File: src/rtl/button_pkg.sv
// Shared constants for the pushbutton/slide-switch input conditioner.
package button_pkg;

  localparam int unsigned DEBOUNCE_CYCLES_DEF = 1000000;  // 20 ms at 50 MHz
  localparam int unsigned REPEAT_DELAY_DEF    = 25000000; // 500 ms at 50 MHz
  localparam int unsigned REPEAT_PERIOD_DEF   = 5000000;  // 100 ms at 50 MHz

  localparam int unsigned CNT_W = 20;  // debounce counter width
  localparam int unsigned RPT_W = 26;  // auto-repeat counter width

  localparam int unsigned N_KEY = 2;
  localparam int unsigned N_SW  = 2;

endpackage

File: src/rtl/debounce_channel.sv
// One input channel: 2-FF synchroniser, debounce counter, stable level
// register and single-cycle rising-edge pulse register.
// Optional key auto-repeat is compiled in with BTN_AUTOREPEAT_EN.
module debounce_channel
  import button_pkg::*;
#(
  parameter bit          ACTIVE_LOW      = 1'b0,
  parameter bit          REPEAT_EN       = 1'b0,
  parameter int unsigned DEBOUNCE_CYCLES = button_pkg::DEBOUNCE_CYCLES_DEF,
  parameter int unsigned CNT_W           = button_pkg::CNT_W,
  parameter int unsigned REPEAT_DELAY    = button_pkg::REPEAT_DELAY_DEF,
  parameter int unsigned REPEAT_PERIOD   = button_pkg::REPEAT_PERIOD_DEF
) (
  input  logic clk,
  input  logic rst,
  input  logic raw,
  output logic level,
  output logic pulse
);

  // Reject parameter sets the counters cannot represent.
  if (DEBOUNCE_CYCLES < 1 || DEBOUNCE_CYCLES > (2 ** CNT_W) - 1 ||
      REPEAT_DELAY < 1 || REPEAT_PERIOD < 1 ||
      REPEAT_DELAY > (2 ** RPT_W) || REPEAT_PERIOD > (2 ** RPT_W)) begin : g_param_check
    $error("debounce_channel: parameter out of range");
  end

  logic             in_act;
  logic             s1, s2;
  logic             stable, stable_nxt;
  logic [CNT_W-1:0] cnt, cnt_nxt;
  logic             rise;
  logic             fire;

  assign in_act = ACTIVE_LOW ? ~raw : raw;
  assign level  = stable;

  // Debounce next-state: count while the synchronised input differs from the
  // accepted level, accept on the terminal count, restart on any agreement.
  always_comb begin
    cnt_nxt    = '0;
    stable_nxt = stable;
    if (s2 != stable) begin
      if (cnt == CNT_W'(DEBOUNCE_CYCLES - 1)) begin
        stable_nxt = s2;
      end else begin
        cnt_nxt = cnt + CNT_W'(1);
      end
    end
    rise = stable_nxt & ~stable;
  end

`ifdef BTN_AUTOREPEAT_EN
  logic [RPT_W-1:0] rcnt;
  logic             rpt_first;
  logic             rpt_fire;

  // Repeat fires when the held key reaches the initial delay, then each period.
  always_comb begin
    rpt_fire = 1'b0;
    if (REPEAT_EN && stable_nxt && !rise) begin
      if (rpt_first) rpt_fire = (rcnt == RPT_W'(REPEAT_DELAY - 1));
      else           rpt_fire = (rcnt == RPT_W'(REPEAT_PERIOD - 1));
    end
  end

  // Repeat counter measures cycles since the last emitted pulse while held.
  always_ff @(posedge clk) begin
    if (rst || !REPEAT_EN || !stable_nxt || rise) begin
      rcnt      <= '0;
      rpt_first <= 1'b1;
    end else if (rpt_fire) begin
      rcnt      <= '0;
      rpt_first <= 1'b0;
    end else begin
      rcnt <= rcnt + RPT_W'(1);
    end
  end

  assign fire = rise | rpt_fire;
`else
  assign fire = rise;
`endif

  // Synchroniser, debounce state and pulse register.
  always_ff @(posedge clk) begin
    if (rst) begin
      s1     <= 1'b0;
      s2     <= 1'b0;
      cnt    <= '0;
      stable <= 1'b0;
      pulse  <= 1'b0;
    end else begin
      s1     <= in_act;
      s2     <= s1;
      cnt    <= cnt_nxt;
      stable <= stable_nxt;
      pulse  <= fire;
    end
  end

endmodule

File: src/rtl/button_conditioner.sv
// Conditions 2 active-low KEY and 2 active-high SW inputs into debounced
// levels and single-cycle activation pulses.
// Optional: BTN_AUTOREPEAT_EN adds auto-repeat pulses on held KEY channels.
module button_conditioner
  import button_pkg::*;
#(
  parameter int unsigned DEBOUNCE_CYCLES = button_pkg::DEBOUNCE_CYCLES_DEF,
  parameter int unsigned CNT_W           = button_pkg::CNT_W,
  parameter int unsigned REPEAT_DELAY    = button_pkg::REPEAT_DELAY_DEF,
  parameter int unsigned REPEAT_PERIOD   = button_pkg::REPEAT_PERIOD_DEF
) (
  input  logic             clk,
  input  logic             rst,
  input  logic [N_KEY-1:0] KEY,
  input  logic [N_SW-1:0]  SW,
  output logic [N_KEY-1:0] key_level,
  output logic [N_SW-1:0]  sw_level,
  output logic [N_KEY-1:0] key_pulse,
  output logic [N_SW-1:0]  sw_pulse
);

  // Pushbutton channels: inverted at input, auto-repeat capable.
  for (genvar i = 0; i < N_KEY; i++) begin : g_key
    debounce_channel #(
      .ACTIVE_LOW      (1'b1),
      .REPEAT_EN       (1'b1),
      .DEBOUNCE_CYCLES (DEBOUNCE_CYCLES),
      .CNT_W           (CNT_W),
      .REPEAT_DELAY    (REPEAT_DELAY),
      .REPEAT_PERIOD   (REPEAT_PERIOD)
    ) u_ch (
      .clk   (clk),
      .rst   (rst),
      .raw   (KEY[i]),
      .level (key_level[i]),
      .pulse (key_pulse[i])
    );
  end

  // Slide switch channels: active-high, never auto-repeat.
  for (genvar i = 0; i < N_SW; i++) begin : g_sw
    debounce_channel #(
      .ACTIVE_LOW      (1'b0),
      .REPEAT_EN       (1'b0),
      .DEBOUNCE_CYCLES (DEBOUNCE_CYCLES),
      .CNT_W           (CNT_W),
      .REPEAT_DELAY    (REPEAT_DELAY),
      .REPEAT_PERIOD   (REPEAT_PERIOD)
    ) u_ch (
      .clk   (clk),
      .rst   (rst),
      .raw   (SW[i]),
      .level (sw_level[i]),
      .pulse (sw_pulse[i])
    );
  end

endmodule

File: config.mk
export PLATFORM = sky130hd
export DESIGN_NAME = button_conditioner
export DESIGN_NICKNAME = d
export VERILOG_FILES = /design/src/rtl/button_pkg.sv /design/src/rtl/debounce_channel.sv /design/src/rtl/button_conditioner.sv
export SDC_FILE = /design/constraint.sdc
export NUM_CORES = 1
export LEC_CHECK = 0
export ABC_CLOCK_PERIOD_IN_PS = 4950
export CAP_MARGIN = 40
export CORE_UTILIZATION = 65
export CTS_CLUSTER_SIZE = 16
export DETAILED_ROUTE_END_ITERATION = 7
export HOLD_SLACK_MARGIN = 0.06
export PLACE_DENSITY = 0.93
export SLEW_MARGIN = 20
export SYNTH_ARGS = -nofsm -noshare
export SYNTH_HDL_FRONTEND = slang
export SYNTH_SLANG_ARGS = --single-unit
File: constraint.sdc
create_clock -name clk -period 4.95 [get_ports clk]
set_clock_uncertainty 0.15 [all_clocks]
set_input_delay 0.495 -clock clk [delete_from_list [all_inputs] [get_ports clk]]
set_output_delay 0.495 -clock clk [all_outputs]
set_load 0.005 [all_outputs]
==> flow_summary.json <==
{
  "startpoint": "g_sw[1].u_ch.cnt[6]$_SDFF_PP0_",
  "synth_cell_types": 34,
  "grt_max_degree": 21,
  "vdd_ir_drop_max_mv": 0.1765,
  "clkTransAtPathRegs_ns": 0.09,
  "post_drt_wl_per_cell_um": 13.51,
  "hpwlAfterDp_um": 5199,
  "leakage_nw": 1.303,
  "seq_area_frac_synth_pct": 46.11,
  "layout_commonest_cell": "dfxtp_1",
  "path_class": "reg -> reg",
  "drive_gt1_share_pct": 5.144,
  "ys_warn_count": 0,
  "initial_core_util_pct": 68.77,
  "htreeDepth": 3,
  "routed_wirelength_um": 7577,
  "core_area_um2": 6061,
  "cts_tree": "yes",
  "finalHoldViolations": 0,
  "vias": 3321,
  "cts_resized": 0,
  "endpoint_kind": "flop",
  "max_freq_ghz": 0.4404,
  "rows": 28,
  "min_path_cells": 1,
  "fp.dieH_um": 82.08,
  "whs_ns": 0.2919,
  "postRouteAntennaNets": 0,
  "fin_tns_setup_ns": 0,
  "layout_common_cells": "96 x dfxtp_1, 70 x nor2_1, 33 x nand3_1, 32 x xnor2_1, 26 x a21oi_1",
  "cts_root_buf": "clkbuf_8",
  "antenna_found_initial": 0,
  "worstPathCellList": "or4_1 -> or4_4 -> o21ai_4 -> a21oi_1",
  "postCtsHoldBufs": 0,
  "grt_first_pass_wirelength_um": 12530,
  "numCtsBuffers": 9,
  "maxSlewHeadroom_pct": 48.77,
  "worstPathArrival_ns": 2.33,
  "syn_inst": 475,
  "finalMaxSlewViolations": 0,
  "synth-seq-cells": 96,
  "final_core_util_pct": 73.99,
  "grt_pass1_vias": 2974,
  "setup_violations": 0,
  "grt_use_total_pct": 24.26,
  "layout_min_cycle_time_ns": 2.271,
  "final_nets": 491,
  "cts_setup_buffers": 0,
  "io_pins": 14,
  "critPathSlowestCell": "or4_1",
  "portBuffers": 13,
  "syn_to_final_growth_pct": 7.595,
  "die-area_um2": 6736,
  "startpoint_type": "flop",
  "status": "completed",
  "reg2reg_slack_ns": 2.68,
  "hold_start": "g_sw[0].u_ch.s1$_SDFF_PP0_",
  "drtPass1Iterations": 4,
  "die_w_um": 82.08,
  "syn_nets": 485,
  "nFillCells": 426,
  "dp_slack_ns": 2.582,
  "drt_iter0_drc": 117,
  "worst_pin_slew_ns": 0.7577,
  "postLayoutSetupSlackWorst_ns": 2.679,
  "hold_class": "reg -> reg",
  "total_power_mw": 1.301,
  "n_antenna_cell": 0,
  "r2r_end": "g_sw[1].u_ch.cnt[19]$_SDFF_PP0_",
  "vias_per_cell": 5.920,
  "crit_fanout": 19,
  "rr_worst_depth": 4,
  "min_to": "g_sw[0].u_ch.s2$_SDFF_PP0_",
  "clkSinkCount": 96,
  "syn_area_um2": 4168,
  "cap_violations": 0,
  "clockBufferDepth": 2,
  "r2r_start": "g_sw[1].u_ch.cnt[6]$_SDFF_PP0_",
  "drc": 0,
  "power_density_nw_per_um2": 290.1,
  "gp_congestion": 0.8124,
  "required_ns": 5.01,
  "slowest_delay_ns": 0.56,
  "synth.avg_cell_area_um2": 8.774,
  "gr-total-overflow": 0,
  "insertion_delay_ns": 0.36,
  "rsz0062_at_grt": "false",
  "fin_crit_sh_pct": 45.87
}
-- logic make-up (layout without fill, tap and decap cells) --
logic type      count (synthesis)  in the layout  share of synthesized area [%]
compound gates                 57             57                          8.046
buf+inv                        37             48                          4.413
fa+ha+maj                       4              4                          1.201
simple gates                  228            228                          29.09
xor+xnor                       53             53                          11.14
flops                          96             96                          46.11
-- power breakdown --
group | switching (mW) | total, mW | leakage, nW | internal, mW
Clock | 0.258 | 0.505 | 0.0993 | 0.247
Sequential | 0.00241 | 0.778 | 0.775 | 0.775
Combinational | 0.0107 | 0.0186 | 0.429 | 0.00788
-- area by class of cell --
cell class | count | area, um^2 | area share [%]
timing repair buffer | 15 | 145.1 | 3.237
inverter | 17 | 63.81 | 1.423
sequential | 96 | 1922 | 42.86
clock buffer | 11 | 141.4 | 3.153
tap | 75 | 93.84 | 2.093
clock inverter | 5 | 56.30 | 1.256
multi-input combinational | 342 | 2062 | 45.98
-- sequential cells by signal, summed over array words and instances, names as in the netlist --
register          cells
g_sw.u_ch.pulse       2
g_sw.u_ch.s1          2
g_key.u_ch.s2         2
g_key.u_ch.cnt       40
g_sw.u_ch.s2          2
g_sw.u_ch.level       2
g_key.u_ch.s1         2
g_key.u_ch.level      2
g_sw.u_ch.cnt        40
g_key.u_ch.pulse      2
-- how the worst max path moves through the flow --
stage	to	slack, ns	cells after the start
6_report	g_sw[1].u_ch.cnt[19]$_SDFF_PP0_	2.68	4
5_1_grt	g_sw[0].u_ch.cnt[12]$_SDFF_PP0_	2.57	4
4_1_cts	g_sw[1].u_ch.cnt[19]$_SDFF_PP0_	2.66	4
3_5_place_dp	g_sw[0].u_ch.cnt[15]$_SDFF_PP0_	2.58	4
3_3_place_gp	g_sw[0].u_ch.cnt[11]$_SDFF_PP0_	2.67	4
2_1_floorplan	g_key[1].u_ch.cnt[18]$_SDFF_PP0_	2.85	6
-- worst max-delay path: cells and delay by family (launching register included) --
kind | cells | cell delay, ns
flip-flops | 1 | 0.37
AO/OA/AOI/OAI | 2 | 0.54
AND/OR/NAND/NOR | 2 | 1.08
-- synth_stat cells --
| cell type | instances | share of area (%) |
|---|---|---|
| nand2_1 | 19 | 1.7 |
| xor2_1 | 21 | 4.4 |
| nand2b_1 | 3 | 0.45 |
| nor2_1 | 70 | 6.3 |
| or3b_2 | 1 | 0.21 |
| nor3_1 | 10 | 1.2 |
| and4_1 | 4 | 0.84 |
| dfxtp_1 | 96 | 46 |
| xnor2_1 | 32 | 6.7 |
| ha_1 | 4 | 1.2 |
| nor2b_1 | 6 | 0.90 |
| o21ba_2 | 1 | 0.24 |
| inv_1 | 17 | 1.5 |
| buf_2 | 3 | 0.36 |
| nand3_1 | 33 | 4.0 |
| buf_4 | 9 | 1.6 |
| nand3_2 | 1 | 0.24 |
| nor4b_1 | 8 | 1.7 |
| or3_1 | 16 | 2.4 |
| or4_4 | 1 | 0.27 |
| buf_6 | 1 | 0.27 |
| and3_1 | 7 | 1.1 |
| or4_1 | 13 | 2.3 |
| nand4_1 | 20 | 3.0 |
| o21ai_0 | 17 | 2.0 |
| o31ai_1 | 8 | 1.4 |
| o21ai_4 | 1 | 0.39 |
| and2_1 | 3 | 0.45 |
| or4bb_1 | 1 | 0.27 |
| clkbuf_1 | 7 | 0.63 |
| a31o_2 | 3 | 0.63 |
| o21a_1 | 1 | 0.18 |
| a21oi_1 | 26 | 3.1 |
| nor4_1 | 12 | 1.8 |
-- per-layer routing --
layer | global-route usage [%] | vias to the layer above | routed length, um
li1 | - | 1688 | -
met1 | 28.02 | 1563 | 3417
met2 | 41.65 | 57 | 3775
met3 | 5.667 | 13 | 253
met4 | 12.28 | 0 | 131
met5 | 0 | - | 0
-- stage by stage --
step	instance area (um^2)	instances
2_1_floorplan	4168	475
3_3_place_gp	4287	545
3_5_place_dp	4287	545
4_1_cts	4484	561
5_1_grt	4484	561
6_report	4484	561
No activity file was read; power rests on OpenSTA's default activity.
